### config.mk
export PLATFORM = sky130hd
export DESIGN_NAME = message_loader
export DESIGN_NICKNAME = d
export VERILOG_FILES = /design/src/rtl/message_loader.sv
export SDC_FILE = /design/constraint.sdc
export NUM_CORES = 1
export LEC_CHECK = 0
export ABC_CLOCK_PERIOD_IN_PS = 1900
export BUFFER_PORTS_ARGS = -buffer_cell sky130_fd_sc_hd__buf_2
export CORE_MARGIN = 2
export CORE_UTILIZATION = 51
export CTS_CLUSTER_SIZE = 16
export DETAILED_ROUTE_END_ITERATION = 12
export HOLD_SLACK_MARGIN = 0.02
export PLACE_DENSITY = 0.78
export SETUP_SLACK_MARGIN = 0.5
export SYNTH_ARGS = -nofsm -noshare
export SYNTH_HDL_FRONTEND = slang
export SYNTH_SLANG_ARGS = --single-unit
### constraint.sdc
create_clock -name i_w_clk -period 1.9 [get_ports i_w_clk]
set_input_delay 0.285 -clock i_w_clk [delete_from_list [all_inputs] [get_ports i_w_clk]]
set_output_delay 0.285 -clock i_w_clk [all_outputs]
set_load 0.01 [all_outputs]
### src/rtl/message_loader.sv
// message_loader: byte-serial loader that assembles a secret followed by a
// message from a valid/ready byte stream and presents both as parallel buses,
// holding them with a frame-valid flag until the consumer acknowledges.
module message_loader #(
  parameter int p_message_length = 1,
  parameter int p_secret_length  = 6
) (
  input  logic                            i_w_clk,
  input  logic                            i_w_rst_n,
  input  logic                            i_w_start,
  input  logic                            i_w_byte_valid,
  input  logic [7:0]                      i_w_byte,
  output logic                            o_r_byte_ready,
  input  logic                            i_w_ack,
  output logic [p_message_length*8-1:0]   o_r_text,
  output logic [p_secret_length*8-1:0]    o_r_secret,
  output logic                            o_r_valid,
  output logic                            o_r_busy,
  output logic                            o_r_abort
);

  localparam int MAX_LEN = (p_secret_length > p_message_length) ? p_secret_length : p_message_length;
  localparam int CW      = $clog2(MAX_LEN + 1);
  localparam logic [CW-1:0] SECRET_LAST = CW'(p_secret_length - 1);
  localparam logic [CW-1:0] TEXT_LAST   = CW'(p_message_length - 1);

  typedef enum logic [1:0] {
    IDLE,
    LOAD_SECRET,
    LOAD_TEXT,
    DONE
  } state_t;

  state_t                        state, state_nxt;
  logic [CW-1:0]                 cnt, cnt_nxt;
  logic [p_secret_length*8-1:0]  secret_nxt, secret_shift;
  logic [p_message_length*8-1:0] text_nxt, text_shift;
  logic                          abort_nxt;
  logic                          xfer;

  // A byte moves only when both sides agree; ready mirrors the load states.
  assign xfer     = i_w_byte_valid && o_r_byte_ready;
  assign o_r_busy = o_r_byte_ready;

  // Next-state, counter and bus update logic.
  always_comb begin
    state_nxt    = state;
    cnt_nxt      = cnt;
    secret_nxt   = o_r_secret;
    text_nxt     = o_r_text;
    abort_nxt    = 1'b0;
    // Shift-then-overwrite form stays legal when a length is a single byte.
    secret_shift       = o_r_secret << 8;
    secret_shift[7:0]  = i_w_byte;
    text_shift         = o_r_text << 8;
    text_shift[7:0]    = i_w_byte;

    unique case (state)
      IDLE: begin
        if (i_w_start) begin
          secret_nxt = '0;
          text_nxt   = '0;
          cnt_nxt    = '0;
          state_nxt  = LOAD_SECRET;
        end
      end
      LOAD_SECRET: begin
        if (i_w_start) begin
          secret_nxt = '0;
          text_nxt   = '0;
          cnt_nxt    = '0;
          abort_nxt  = 1'b1;
          state_nxt  = LOAD_SECRET;
        end else if (xfer) begin
          secret_nxt = secret_shift;
          if (cnt == SECRET_LAST) begin
            cnt_nxt   = '0;
            state_nxt = LOAD_TEXT;
          end else begin
            cnt_nxt = cnt + CW'(1);
          end
        end
      end
      LOAD_TEXT: begin
        if (i_w_start) begin
          secret_nxt = '0;
          text_nxt   = '0;
          cnt_nxt    = '0;
          abort_nxt  = 1'b1;
          state_nxt  = LOAD_SECRET;
        end else if (xfer) begin
          text_nxt = text_shift;
          if (cnt == TEXT_LAST) begin
            cnt_nxt   = '0;
            state_nxt = DONE;
          end else begin
            cnt_nxt = cnt + CW'(1);
          end
        end
      end
      DONE: begin
        if (i_w_start) begin
          secret_nxt = '0;
          text_nxt   = '0;
          cnt_nxt    = '0;
          state_nxt  = LOAD_SECRET;
        end else if (i_w_ack) begin
          state_nxt = IDLE;
        end
      end
      default: state_nxt = IDLE;
    endcase
  end

  // State, counter, buses and registered flags.
  always_ff @(posedge i_w_clk or negedge i_w_rst_n) begin
    if (!i_w_rst_n) begin
      state          <= IDLE;
      cnt            <= '0;
      o_r_secret     <= '0;
      o_r_text       <= '0;
      o_r_valid      <= 1'b0;
      o_r_byte_ready <= 1'b0;
      o_r_abort      <= 1'b0;
    end else begin
      state          <= state_nxt;
      cnt            <= cnt_nxt;
      o_r_secret     <= secret_nxt;
      o_r_text       <= text_nxt;
      o_r_valid      <= (state_nxt == DONE);
      o_r_byte_ready <= (state_nxt == LOAD_SECRET) || (state_nxt == LOAD_TEXT);
      o_r_abort      <= abort_nxt;
    end
  end

endmodule

==> results.toml <==
[run_status]
outcome = "complete, no violations"

[logic_synthesis]
synth_cells = 199
avgSynthCellArea_um2 = 12.9
async_flop_share_pct = 100
syn_nets = 220
synthMuxAreaShare_pct = 0
syn_area_mm2 = 0.00256
ys_seq_elements = 64
synth-main-ff-cell = "dfrtp_1"
synth-simple-area-share_pct = 7.14
ys_top_cells_by_area = "dfrtp_1, a22o_1, ha_1"
synth_top_family_by_area = "compound AO/OA/AOI/OAI gates"
synth_xor_area_share_pct = 0
synth_edf_count = 0
ys_seq_area_share_pct = 62.6
synthTopCellsByCount = "dfrtp_1, a22o_1, nand2_1, a21oi_1, ha_1"
yosysTopAreaCell = "dfrtp_1"
synth.distinct_cells = 28
synth-compound-area-share_pct = 21.6
synth_fa_ha_area_share_pct = 3.91
yosys.area.top_type_share_pct = 62.6
synth_most_common_cell = "dfrtp_1"
yosys_warnings = 0

[routing]
drc = 0
first_pass_iters = 4
wl_met1_mm = 2.84
wl_per_cell_um = 19.0
drtIter0Drc = 125
routed_via_density = 5.65
ant_nets = 0
met3_wirelength_um = 501
route.met2.wl_mm = 3.64
dr.max_layer_used = "met4"
vias = 2117
totalWireLength_mm = 7.12

[global_route]
track_usage_pct = 24.2
grt_max_degree = 65
globalRouteOverflowTotal = 0
antenna_found_initial = 0
grt_pass1_wl_mm = 9.86
grt_pass1_vias = 1911

[clocking]
clk_pin_slew_ps = 80
clockRootBuffer = "clkbuf_8"
cts_buffer_depth = 2
numCtsBuffers = 9
clock_latency_ps = 340
cts.sinks = 64
tritoncts = "done"
htree_levels = 3

[worst_setup_path]
cp.required_ps = 2120
slowest_stage = "dfrtp_2"
crit_start = "state[1]$_DFF_PN0_"
reg2reg_slack_ps = 240
critPathTopFamily = "flip-flops"
timing.critical_path.mode_cell = "buf_4"
reg2reg_depth = 7
crit_fanout = 4
cp.arrival_ps = 1880
worstSetupPathDepth = 7
cp-end-kind = "flip-flop"
reg2reg_to = "cnt[2]$_DFFE_PN0P_"
worstSetupPathType = "reg -> reg"
path_cells = "buf_4 > ha_4 > buf_4 > nor2b_1 > a22o_1 > a32oi_1 > nand2_1"
cp-endpoint = "cnt[2]$_DFFE_PN0P_"
rr_startpoint = "state[1]$_DFF_PN0_"
slowest_delay_ps = 440
cp_num_buf_inv = 2
critPathLaunchType = "flip-flop"

[floorplan]
die_height_um = 74.8
rows = 25
dieWidth_um = 74.8
coreArea_mm2 = 0.00479
start_util_pct = 53.4
ios = 73
floorplan.die_area_mm2 = 0.00560

[power_and_ir_drop]
power_density_mw_per_mm2 = 1120
p_leak_uw = 0.00197
finalPower_uw = 4290
vdd_drop_max_mv = 0.970

[sta]
tns_ps = 0
setup_viol = 0
skew_ps = 9.61
fmax_mhz = 603
worst_slack_ps = 242
slew_headroom_pct = 69.0
rsz0062_at_grt = "yes"
finalHoldViolations = 0
drv_slew = 0
min_period_ps = 1660
worst_pin_slew_ps = 466
fin_crit_sh_pct = 87.3

[placed_design]
hpwl_mm = 3.67
place.gp.congestion = 0.838
port_buffers = 72
post-place-ws_ps = 200
dp_cells = 328

[finish]
nets = 324
num-fill-cells = 278
syn_to_final_growth_pct = 49.5
final-seq-area_mm2 = 0.00161
final_cells = 375
multiInputGateArea_um2 = 986
final_core_util_pct = 79.9
drive_above_1_share_pct = 50.0
n_antenna_cell = 0

[min_path]
hold_path.class = "in -> reg"

[job]
maxCapViolations = 0
## registers in the layout, summed over array words and instances, names as in the netlist
name and flops:
o_r_busy 1, o_r_secret 48, o_r_text 8, o_r_abort 1, o_r_valid 1, state 2
cnt 3
## cells by family after synthesis
group	count (synthesis)
compound gates	69
flops	64
simple gates	38
buf+inv	20
fa+ha+maj	8
## power by group
group / switching, uW / internal (uW)
clock: 566 / 914
sequential: 108 / 1440
combinational: 612 / 642
## layer usage
layer / track usage (%) / up-vias
met5: 0 / -
met4: 11.1 / 0
met3: 5.49 / 17
met2: 37.5 / 98
met1: 32.9 / 1048
li1: - / 954
## how the worst min path moves through the flow
stage           startpoint                         end  slack (ps)  cells after the start
6_report       i_w_byte[4]   o_r_secret[4]$_DFFE_PN0P_         170                      2
5_1_grt        i_w_byte[4]   o_r_secret[4]$_DFFE_PN0P_         170                      2
4_1_cts        i_w_byte[1]   o_r_secret[1]$_DFFE_PN0P_         170                      2
3_5_place_dp     i_w_rst_n  o_r_secret[27]$_DFFE_PN0P_         320                      2
3_3_place_gp     i_w_rst_n  o_r_secret[43]$_DFFE_PN0P_         330                      2
2_1_floorplan    i_w_rst_n          cnt[0]$_DFFE_PN0P_         -10                      0
## metrics by stage
step / hold slack, ps / area, um^2
final: 173 / 3820
after global routing: 167 / 3820
after CTS: 167 / 3570
after detailed placement: 322 / 3010
after global placement: 326 / 3010
after floorplan: -10.6 / 2600
## placed cells by master (no fill, tap or decap), drive strengths merged, types with 2 or more instances in the layout
| cell type | Yosys | layout |
|---|---|---|
| a21oi | 11 | 11 |
| nand4 | 2 | 2 |
| bufinv | 0 | 3 |
| clkbuf | 1 | 14 |
| a22o | 49 | 49 |
| nand3 | 3 | 3 |
| dfrtp | 64 | 64 |
| nor2 | 5 | 5 |
| ha | 8 | 8 |
| nand2 | 20 | 20 |
| o32a | 2 | 2 |
| o21ai | 2 | 2 |
| and2 | 2 | 2 |
| inv | 6 | 7 |
| nor3 | 2 | 2 |
| a31oi | 2 | 2 |
| buf | 13 | 102 |
## area by class of cell
class,count,area share (%)
repair buffers,107,22.8
clock inverters,6,3.01
clock buffers,10,3.60
inverters,6,0.589
multi-input cells,115,25.8
flip-flops and latches,64,42.0
well taps,67,2.19
## repair_timing
item                                    CTS  global route
hold buffers                              1             0
pin swaps                                12            42
resized for setup                        24            24
endpoints found under the setup margin   54            64
hold endpoints to repair                 64             0
gates cloned                              4             5
buffers inserted                         11            10
Note: power is estimated with default switching activity, not from simulation.
